`src/rtl/data_ram_ctrl.sv`:
```
// Single-port load/store data memory: byte/half/word access with sign/zero extension, error flagging,
// registered 1-cycle response, and a post-reset sequencer that fills every word before requests are taken.
module data_ram_ctrl #(
    parameter int DEPTH      = 16,
    parameter int ADDR_WIDTH = 32,
    parameter int INIT_MODE  = 1
) (
    input  logic                  clk,
    input  logic                  rst,
    input  logic                  req_valid,
    output logic                  req_ready,
    input  logic                  req_write,
    input  logic [1:0]            req_size,
    input  logic                  req_unsigned,
    input  logic [ADDR_WIDTH-1:0] req_addr,
    input  logic [31:0]           req_wdata,
    output logic                  resp_valid,
    output logic [31:0]           resp_rdata,
    output logic                  resp_err,
    output logic                  init_done
);

    localparam int IW  = $clog2(DEPTH);
    localparam int AW2 = IW + 2;
    // Any address bit at or above AW2 means the byte address is past the end of the array.
    localparam logic [ADDR_WIDTH-1:0] HI_MASK = ~ADDR_WIDTH'((64'd1 << AW2) - 64'd1);

    typedef enum logic {ST_INIT, ST_RUN} state_t;

    state_t         state_q, state_d;
    logic [IW-1:0]  cnt_q, cnt_d;
    logic           resp_valid_q, resp_valid_d;
    logic [31:0]    resp_rdata_q, resp_rdata_d;
    logic           resp_err_q, resp_err_d;

    logic [31:0]    mem [DEPTH];

    logic [IW-1:0]  word_idx;
    logic [1:0]     lane;
    logic           accept;
    logic           req_err;
    logic [31:0]    rd_word;
    logic [7:0]     rd_byte;
    logic [15:0]    rd_half;
    logic [31:0]    load_data;

    logic           mem_we;
    logic [IW-1:0]  mem_idx;
    logic [3:0]     mem_be;
    logic [31:0]    mem_wdat;

    assign word_idx  = req_addr[AW2-1:2];
    assign lane      = req_addr[1:0];
    assign req_ready = (state_q == ST_RUN);
    assign init_done = (state_q == ST_RUN);
    assign accept    = req_valid && req_ready;

    assign req_err = (req_size == 2'd3)
                   || ((req_size == 2'd1) && req_addr[0])
                   || ((req_size == 2'd2) && (lane != 2'b00))
                   || ((req_addr & HI_MASK) != '0);

    assign rd_word = mem[word_idx];
    assign rd_byte = rd_word[{lane, 3'b000} +: 8];
    assign rd_half = req_addr[1] ? rd_word[31:16] : rd_word[15:0];

    always_comb begin
        load_data = 32'd0;
        case (req_size)
            2'd0: load_data = req_unsigned ? {24'd0, rd_byte} : {{24{rd_byte[7]}}, rd_byte};
            2'd1: load_data = req_unsigned ? {16'd0, rd_half} : {{16{rd_half[15]}}, rd_half};
            2'd2: load_data = rd_word;
            default: load_data = 32'd0;
        endcase
    end

    // Write port is shared by the init sequencer and accepted error-free stores.
    always_comb begin
        mem_we   = 1'b0;
        mem_idx  = word_idx;
        mem_be   = 4'b0000;
        mem_wdat = req_wdata;
        if (!rst && state_q == ST_INIT) begin
            mem_we   = 1'b1;
            mem_idx  = cnt_q;
            mem_be   = 4'b1111;
            mem_wdat = (INIT_MODE == 1) ? 32'(cnt_q) : 32'd0;
        end else if (!rst && accept && req_write && !req_err) begin
            mem_we = 1'b1;
            case (req_size)
                2'd0: begin
                    mem_be   = 4'b0001 << lane;
                    mem_wdat = {4{req_wdata[7:0]}};
                end
                2'd1: begin
                    mem_be   = req_addr[1] ? 4'b1100 : 4'b0011;
                    mem_wdat = {2{req_wdata[15:0]}};
                end
                default: mem_be = 4'b1111;
            endcase
        end
    end

    always_ff @(posedge clk) begin
        if (mem_we) begin
            for (int b = 0; b < 4; b++) begin
                if (mem_be[b]) begin
                    mem[mem_idx][8*b +: 8] <= mem_wdat[8*b +: 8];
                end
            end
        end
    end

    always_comb begin
        state_d      = state_q;
        cnt_d        = cnt_q;
        resp_valid_d = 1'b0;
        resp_rdata_d = resp_rdata_q;
        resp_err_d   = resp_err_q;
        case (state_q)
            ST_INIT: begin
                cnt_d = cnt_q + IW'(1);
                if (cnt_q == IW'(DEPTH - 1)) begin
                    state_d = ST_RUN;
                end
            end
            default: begin
                if (accept) begin
                    resp_valid_d = 1'b1;
                    resp_err_d   = req_err;
                    resp_rdata_d = (req_write || req_err) ? 32'd0 : load_data;
                end
            end
        endcase
    end

    always_ff @(posedge clk) begin
        if (rst) begin
            state_q      <= ST_INIT;
            cnt_q        <= '0;
            resp_valid_q <= 1'b0;
            resp_rdata_q <= 32'd0;
            resp_err_q   <= 1'b0;
        end else begin
            state_q      <= state_d;
            cnt_q        <= cnt_d;
            resp_valid_q <= resp_valid_d;
            resp_rdata_q <= resp_rdata_d;
            resp_err_q   <= resp_err_d;
        end
    end

    assign resp_valid = resp_valid_q;
    assign resp_rdata = resp_rdata_q;
    assign resp_err   = resp_err_q;

endmodule
```
`config.mk`:
```
export PLATFORM = sky130hd
export DESIGN_NAME = data_ram_ctrl
export DESIGN_NICKNAME = d
export VERILOG_FILES = /design/src/rtl/data_ram_ctrl.sv
export SDC_FILE = /design/constraint.sdc
export NUM_CORES = 1
export LEC_CHECK = 0
export CAP_MARGIN = 20
export CORE_MARGIN = 8
export CORE_UTILIZATION = 35
export CTS_CLUSTER_SIZE = 30
export DETAILED_ROUTE_END_ITERATION = 8
export DONT_BUFFER_PORTS = 1
export PLACE_DENSITY = 0.47
export SYNTH_ARGS = -nofsm -noshare
export SYNTH_HDL_FRONTEND = slang
export SYNTH_SLANG_ARGS = --single-unit
```
`constraint.sdc`:
```
create_clock -name clk -period 3.2 [get_ports clk]
set_input_delay 0.64 -clock clk [delete_from_list [all_inputs] [get_ports clk]]
set_output_delay 0.64 -clock clk [all_outputs]
set_load 0.01 [all_outputs]
```
* Word level (Yosys, flattened, before mapping)
Memories as Yosys holds them, arrays and structs flattened.
Index checks and enable logic that the tools add are counted.
** Word-level totals
- Bits in registers :: 39
- Bits in writable memories :: 512
- Output and inout bits :: 36
- Word-level logic and storage cells :: 62
- Memories kept :: 1
** Operators by class
- Bitwise operators :: 1
- Equality and inequality tests :: 4
- Mux-type cells :: 30
- Reductions and logical operators :: 18
- Shifts and indexed selects :: 2
- Add/subtract/negate cells :: 1
** Memory list
- mem :: words 16, width 32, rd ports 1, clocked after Yosys merged registers in 0, write ports 1, RTL line 36 : logic [31:0] mem [DEPTH];
** Operators by type and width (count)
- $mux W32 :: 5
- $pmux W32 S3 :: 1
- $pmux W32 S2 :: 1
- $reduce_bool A32 Y1 :: 1
- $shiftx A32 B6 Y8 :: 1
- $mux W1 :: 17
- $mux W16 :: 1
- $mux W4 :: 4
- $pmux W4 S2 :: 1
- $logic_and A1 B1 Y1 :: 7
- $add A4 B1 Y4 const B :: 1
- $eq A2 B2 Y1 const B :: 2
- $eq A4 B4 Y1 const B :: 1
- $logic_or A1 B1 Y1 :: 4
- $shl A1 B2 Y4 const A :: 1
- $eq A2 B1 Y1 const B :: 1
- $logic_not A1 Y1 :: 2
- $logic_not A2 Y1 :: 1
- $reduce_and A2 Y1 :: 1
- $reduce_bool A2 Y1 :: 1
- $reduce_or A2 Y1 :: 1
- $not A1 Y1 :: 1

* Logic depth before layout (Yosys ltp)
Gate-level depths: netlist of the first run.
- Depth after elaboration :: 12
- Gate-level depth with buffers :: 10

* Worst setup path after synthesis of the first run
OpenSTA, ideal clock, no wires.
- Path type :: input-to-reg
- Start :: input port req_size[0]
- End :: memory mem[0][30] (data pin)
- Arrival :: 2795 ps
- Path slack :: 64 ps
- Stages on the path :: 9
- Setup time :: 340 ps
- Path buffers :: 3
- Cell sequence :: clkbuf_1 -> nor2b_1 -> buf_2 -> a2bb2oi_1 -> nand4_1 -> nor2_1 -> buf_1 -> nor2_1 -> a211oi_1
** On the way
- Word-level cells in the longest chain between the ends :: 9
- Elaborated cells between the ends (all ways) :: 14
** Ends and longest elaborated chain
- from (decl) :: RTL line 13 : input logic [1:0] req_size,
- $eq A2 B1 Y1 :: RTL line 59, 90
- $logic_and A1 B1 Y1 :: RTL line 59 : || ((req_size == 2'd1) && req_addr[0])
- $logic_or A1 B1 Y1 :: RTL line 59
- $logic_or A1 B1 Y1 :: RTL line 60 : || ((req_size == 2'd2) && (lane != 2'b00))
- $logic_or A1 B1 Y1 :: RTL line 61 : || ((req_addr & HI_MASK) != '0);
- $logic_not A1 Y1 :: RTL line 88 : end else if (!rst && accept && req_write && !req_err) begin
- $logic_and A1 B1 Y1 :: RTL line 88
- $mux W32 (*) :: RTL line 88
- $mux W32 (*) :: RTL line 83 : if (!rst && state_q == ST_INIT) begin
- net mem_wdat[30] :: RTL line 50 : logic [31:0] mem_wdat;
- to (decl) :: RTL line 36
The timed path passes the listed nets; every way through them passes the cells marked *.

* Worst setup path after layout of the first run
- Start :: register state_q (netlist: init_done)
- End :: memory mem[1][14] (data pin)
** On the way
- Word-level cells in the longest chain between the ends :: 6
- Elaborated cells between the ends (all ways) :: 8
** Ends and longest elaborated chain
- from (decl) :: RTL line 30 : state_t state_q, state_d;
- from (signal assigned) :: RTL line 145 : state_q <= state_d;
- $logic_and A1 B1 Y1 :: RTL line 56 : assign accept = req_valid && req_ready;
- $logic_and A1 B1 Y1 (3 in series) :: RTL line 88
- $mux W32 :: RTL line 88
- $mux W32 (*) :: RTL line 83
- net mem_wdat[14] :: RTL line 50
Marks and branches as above.

==> results of run 1 <==
## layer usage
layer / share of wire [%] / routed length [µm] / up-vias
met2: 45 / 28200 / 353
met3: 8.0 / 4950 / 82
met1: 44 / 27600 / 6160
met4: 2.0 / 1260 / 10
met5: 0.11 / 70 / -
li1: - / - / 5102
## power by group
part | leakage (nW) | internal [mW] | total [mW] | switching, mW
clock | 0.946 | 4.07 | 6.78 | 2.70
combinational | 2.42 | 0.330 | 0.806 | 0.476
sequential | 5.01 | 7.99 | 8.01 | 0.0250
total | 8.38 | 12.4 | 15.6 | 3.20
## cells in the final DEF (no fill, tap or decap), drive strengths merged, types with 3 or more instances in the layout
| cell | count |
|---|---|
| nand3b | 5 |
| nand2 | 73 |
| bufinv | 6 |
| nor2b | 17 |
| a21oi | 37 |
| diode | 3 |
| a211oi | 3 |
| mux2 | 12 |
| a222oi | 7 |
| and2 | 5 |
| dfxtp | 39 |
| a22oi | 52 |
| o21ai | 16 |
| nand4 | 3 |
| nand3 | 5 |
| nand2b | 8 |
| nor4 | 8 |
| nor2 | 95 |
| mux2i | 31 |
| clkbuf | 85 |
| buf | 94 |
| clkinv | 16 |
| o21a | 13 |
| nor3 | 7 |
| mux4 | 135 |
| a221oi | 12 |
| inv | 4 |
| edfxtp | 512 |
| a311oi | 8 |
## stage by stage
| stage | worst slack (ps) | utilization (%) | hold WS [ps] |
|---|---|---|---|
| 6_report | 468 | 40.8 | 107 |
| 5_1_grt | 165 | 40.8 | 73.8 |
| 4_1_cts | 459 | 40.8 | 60.6 |
| 3_5_place_dp | 75.3 | 37.7 | 540 |
| 3_3_place_gp | 167 | 37.7 | 536 |
| 2_1_floorplan | 64.4 | - | 512 |
## layout make-up
| type | count | area (µm²) | area share, % |
|---|---|---|---|
| multi-input cells | 576 | 5830 | 22.7 |
| well taps | 846 | 1060 | 4.11 |
| clock inverters | 24 | 267 | 1.03 |
| clock buffers | 85 | 1670 | 6.47 |
| repair buffers | 94 | 751 | 2.91 |
| diodes | 3 | 7.51 | 0.0291 |
| flip-flops and latches | 551 | 16200 | 62.7 |
| inverters | 4 | 15.0 | 0.0583 |
## state kept, by name, summed over array words and instances, names as in the netlist
signal	count
resp_rdata	32
resp_valid	1
init_done	1
mem	512
resp_err	1
cnt_q	4
## Yosys cell counts (2+ instances only)
library cell / count / area (µm²)
inv_1: 4 / 15.0
o21bai_1: 2 / 15.0
o21ai_0: 15 / 75.1
nor4_1: 8 / 50.1
edfxtp_1: 512 / 15400
o21a_1: 13 / 97.6
nand4_1: 2 / 12.5
xor2_1: 2 / 17.5
clkbuf_1: 38 / 143
a222oi_1: 7 / 70.1
nand2b_1: 8 / 50.1
nand2_2: 10 / 62.6
a221oi_1: 12 / 105
mux4_1: 4 / 105
nand4b_1: 2 / 17.5
nor3_1: 6 / 30.0
mux4_2: 131 / 2950
a311oi_1: 8 / 70.1
and3_1: 2 / 12.5
a21oi_1: 37 / 185
buf_1: 12 / 45.0
and2_1: 5 / 31.3
buf_4: 6 / 45.0
dfxtp_1: 39 / 781
nor2_1: 95 / 357
a22oi_1: 52 / 390
mux2_2: 11 / 124
buf_6: 4 / 45.0
nor2b_1: 17 / 106
mux2i_1: 30 / 300
nand3_1: 4 / 20.0
and4_1: 2 / 17.5
buf_2: 16 / 80.1
a211oi_1: 3 / 22.5
nand3b_1: 5 / 37.5
o221ai_1: 2 / 17.5
nand2_1: 63 / 236
## path summary, 6_finish.rpt
check	startpoint	endpoint	slack, ps	cells after the start
worst min-delay path	rst	resp_valid	110	1
worst max-delay path	init_done	mem[1][14]	470	6
worst min register to register	resp_rdata[14]	resp_rdata[14]	550	2
worst max register to register	init_done	mem[1][14]	470	6
## cells by family after synthesis
| kind of cell | Yosys count | synth area share, % |
|---|---|---|
| simple gates | 234 | 4.92 |
| flops | 551 | 72.3 |
| fa+ha+maj | 1 | 0.0560 |
| mux | 178 | 15.7 |
| xor+xnor | 3 | 0.118 |
| buf+inv | 81 | 1.74 |
| compound gates | 160 | 5.15 |
==> flow_metrics.env, run 1 <==
export IMPL_hold_violations=0
export IMPL_synth_net_count=1280
export IMPL_hp_class="primary input to flop"
export IMPL_die_x_um=269
export IMPL_viasPerCell=5.36
export IMPL_critPathTopFamily="simple AND/OR/NAND/NOR gates"
export IMPL_syn_area_per_cell_um2=18.5
export IMPL_busiest_layer="met2"
export IMPL_synthArstFlopShare_pct=0
export IMPL_overflow=0
export IMPL_pin_count=107
export IMPL_synth_cells=1208
export IMPL_status="finished clean"
export IMPL_antenna_left=0
export IMPL_synth_cell_types=56
export IMPL_initial_core_util_pct=35.4
export IMPL_grt_pass1_vias=12000
export IMPL_slew_limit_headroom_pct=35.3
export IMPL_layoutNonFillerInstCount=2183
export IMPL_critPathLaunchType="flop"
export IMPL_cts_sink_count=551
export IMPL_dr_pass1_iters=6
export IMPL_power_density_nw_per_um2=606
export IMPL_required_ps=3480
export IMPL_leakage_nw=8.38
export IMPL_synth_ff_type="edfxtp_1"
export IMPL_crit_path_cell_trace="nor4bb_1, and4_1, nand4_1, nor3_1, mux2i_1, nor2_1"
export IMPL_gp_congestion=0.770
export IMPL_post_dp_hpwl_mm=39.2
export IMPL_maxCapViolCount=0
export IMPL_clockBufferDepth=3
export IMPL_drv_slew=0
export IMPL_grt_use_met2_pct=26.4
export IMPL_cts_root_buf="clkbuf_16"
export IMPL_cts_tree="built"
export IMPL_cpPeakStageDelay_ps=690
export IMPL_num_nets_final=1357
export IMPL_ctsResizeCount=0
export IMPL_crit_path_end_kind="flop"
export IMPL_post_route_period_util_pct=85.4
export IMPL_tns_ps=0
export IMPL_gr_usage_all_layers_pct=17.1
export IMPL_crit_fanout=16
export IMPL_clk_latency_ps=600
export IMPL_worstMarginPinSlew_ps=966
export IMPL_cp_arrival_ps=3010
export IMPL_use_met3_pct=4.98
export IMPL_yosys_warnings=0
export IMPL_synth_edf_count=512
export IMPL_crit_buf_inv=0
export IMPL_critPathKind="flop to flop"
export IMPL_routed_wl_mm=62.1
export IMPL_ir_worst_vdd_mv=0.413
export IMPL_grt_pass1_wl_mm=87.6
export IMPL_route_detailed_drc=0
export IMPL_rsz0062_at_grt="false"
export IMPL_ys_ff_latch=551
export IMPL_clock_fmax_mhz=366
export IMPL_drive_gt1_share_pct=25.8
export IMPL_antenna_found_initial=6
export IMPL_dpl_cell_area_um2=23800
export IMPL_core_area_um2=63100
export IMPL_dieArea_um2=72200
export IMPL_skew_ps=12.4
export IMPL_grt_max_degree=129
export IMPL_cts_made_buffers=58
export IMPL_p_total_mw=15.6
export IMPL_crit_slowest_cell="nor2_1"
export IMPL_port_buffers=0
export IMPL_path_clk_slew_ps=60
export IMPL_vias=11700
export IMPL_area_growth_pct=15.2
export IMPL_die_h_um=269
export IMPL_finalSetupViolations=0
export IMPL_rows=92
export IMPL_nFillCells=5720
export IMPL_grt_use_met1_pct=23.8
export IMPL_syn_area_um2=22300
export IMPL_htreeDepth=2
export IMPL_post_place_cells=2068
export IMPL_yosysSeqAreaShare_pct=72.3
export IMPL_period_minus_slack_ps=2730
export IMPL_wire_per_inst_um=28.4
export IMPL_finalInstanceArea_um2=25800
export IMPL_post_cts_buffers=0
export IMPL_drt_iter0_markers=966
export IMPL_hold_buffers=0
Power figures use the tool's default switching activity.
==> run 2: changes to the inputs <==
--- a/config.mk
+++ b/config.mk
@@ -11,7 +11,7 @@
 export CTS_CLUSTER_SIZE = 30
 export DETAILED_ROUTE_END_ITERATION = 8
 export DONT_BUFFER_PORTS = 1
-export PLACE_DENSITY = 0.47
+export PLACE_DENSITY = 0.45
 export SYNTH_ARGS = -nofsm -noshare
 export SYNTH_HDL_FRONTEND = slang
 export SYNTH_SLANG_ARGS = --single-unit
==> constraint.sdc (replaced) <==
create_clock -name clk -period 3.1 [get_ports clk]
set_input_delay 0.62 -clock clk [delete_from_list [all_inputs] [get_ports clk]]
set_output_delay 0.62 -clock clk [all_outputs]
set_load 0.01 [all_outputs]
==> flow_metrics.env, run 2 (synthesis results as in run 1) <==
export IMPL_status="finished clean"
export IMPL_drive_gt1_share_pct=26.7
export IMPL_dr_wl_met3_mm=4.50
export IMPL_leakage_nw=8.46
export IMPL_skew_ps=15.5
export IMPL_area_growth_pct=15.7
export IMPL_p_int_mw=12.7
export IMPL_power_density_nw_per_um2=619
export IMPL_fin_util_pct=41.0
export IMPL_crit_path_end_kind="flop"
export IMPL_hp_class="primary input to flop"
export IMPL_top_layer="met5"
export IMPL_critPathKind="flop to flop"
export IMPL_cpPeakStageDelay_ps=710
export IMPL_grt_pass1_vias=12000
export IMPL_pin_count=107
export IMPL_crit_path_cell_trace="nor4bb_1, and4_1, nand4_1, buf_4, nor3_1, buf_4, mux2i_1, nor2_1"
export IMPL_drt_iter0_markers=1021
export IMPL_p_comb_share_pct=5.5
export IMPL_clkPwrFrac_pct=42.8
export IMPL_clk_latency_ps=610
export IMPL_initial_core_util_pct=35.4
export IMPL_antenna_found_initial=2
export IMPL_grt_pass1_wl_mm=88.1
export IMPL_htreeDepth=2
export IMPL_grt_max_degree=129
export IMPL_die_x_um=269
export IMPL_dr_wl_met2_mm=26.8
export IMPL_dieArea_um2=72200
export IMPL_gp_congestion=0.780
export IMPL_largest_reg_flops=512
export IMPL_swShare_pct=20.9
export IMPL_slew_limit_headroom_pct=30.5
export IMPL_rows=92
export IMPL_post_route_period_util_pct=91.4
export IMPL_layout_commonest_cell="edfxtp_1"
export IMPL_hold_violations=0
export IMPL_wire_per_inst_um=27.9
export IMPL_final_cell_mix="edfxtp_1, mux4_2, buf_4"
export IMPL_rsz0062_at_grt="false"
export IMPL_path_clk_slew_ps=60
export IMPL_crit_slowest_cell="nor2_1"
export IMPL_clock_fmax_mhz=353
export IMPL_cp_arrival_ps=3120
export IMPL_routed_wl_mm=61.5
export IMPL_vias=11800
export IMPL_wl_met1_mm=29.2
export IMPL_regMostFlops="mem"
export IMPL_power_switching_mw=3.35
export IMPL_crit_top_cell="buf_4"
export IMPL_antenna_left=0
export IMPL_viasPerCell=5.37
export IMPL_overflow=0
export IMPL_core_area_um2=63100
export IMPL_post_dp_hpwl_mm=40.9
export IMPL_clockBufferDepth=3
export IMPL_num_nets_final=1380
export IMPL_post_place_ws_ps=-44.0
export IMPL_period_minus_slack_ps=2830
export IMPL_dr_pass1_iters=5
export IMPL_worstMarginPinSlew_ps=1040
export IMPL_cts_tree="built"
export IMPL_required_ps=3380
export IMPL_route_detailed_drc=0
export IMPL_cts_root_buf="clkbuf_16"
export IMPL_p_total_mw=16.0
export IMPL_dpl_cell_area_um2=23900
export IMPL_gr_usage_all_layers_pct=16.9
export IMPL_critPathLaunchType="flop"
export IMPL_p_seq_share_pct=51.7
export IMPL_port_buffers=0
export IMPL_crit_fanout=16
export IMPL_cts_made_buffers=58
export IMPL_setup_slack_ps=266
export IMPL_finalSetupViolations=0
export IMPL_cts_sink_count=551
export IMPL_finalInstanceArea_um2=25800
export IMPL_maxCapViolCount=0
export IMPL_hold_buffers=0
export IMPL_drv_slew=0
export IMPL_ir_worst_vdd_mv=0.414
export IMPL_die_h_um=269
export IMPL_hold_ws_ps=71.2
run 2: changes by cell type in the layout (fill, tap and decap cells not counted), moves of 2 or more:
cell and delta:
buf_4 +24, clkbuf_1 -2, clkbuf_16 -2, clkbuf_8 -5, clkinv_1 +8
run 2: cell type report:
class | count | area, µm²
Sequential cell | 551 | 16200
Clock buffer | 76 | 1540
Multi-Input combinational cell | 576 | 5840
Timing Repair Buffer | 117 | 907
Tap cell | 846 | 1060
Clock inverter | 33 | 330
Inverter | 4 | 15.0
Antenna cell | 2 | 5.00
Fill cell | 5783 | 37200
run 2: metrics by stage:
stage          std cells  setup TNS (ps)
6_report            2205               0
5_1_grt             2205               0
4_1_cts             2198               0
3_5_place_dp        2089           -1280
3_3_place_gp        2088            -104
2_1_floorplan       1208            -501
run 2: worst paths after layout:
| check | end | start | cells past startpoint | slack [ps] |
|---|---|---|---|---|
| min | resp_valid | rst | 1 | 70 |
| max | mem[3][14] | init_done | 8 | 270 |
| max reg2reg | mem[3][14] | init_done | 8 | 270 |
| min reg2reg | resp_rdata[14] | resp_rdata[14] | 2 | 550 |
run 2: layer usage:
layer  up-vias  global-route usage, %
li1       5138                      -
met1      6254                   25.2
met2       375                   24.9
met3        68                   4.02
met4         2                   3.87
met5         -                   1.08
run 2: timing repair:
item	in CTS	in global routing
setup buffers	0	0
endpoints found under the setup margin	0	16
gates resized for setup	0	1
run 2: critical path, delay by kind of cell, from the launching register on:
family | cells | cell delay [ps]
and+or+nand+nor | 5 | 1690
buffers and inverters | 2 | 420
DFF | 1 | 330
muxes | 1 | 70
run 2: power groups by stage:
stage	combinational [mW]	clock (mW)	sequential (mW)
6_report	0.880	6.86	8.27
5_1_grt	0.938	7.29	8.28
4_1_cts	0.885	7.03	8.27
3_5_place_dp	0.882	0	8.43
3_3_place_gp	0.873	0	8.43
2_1_floorplan	0.620	0	8.42
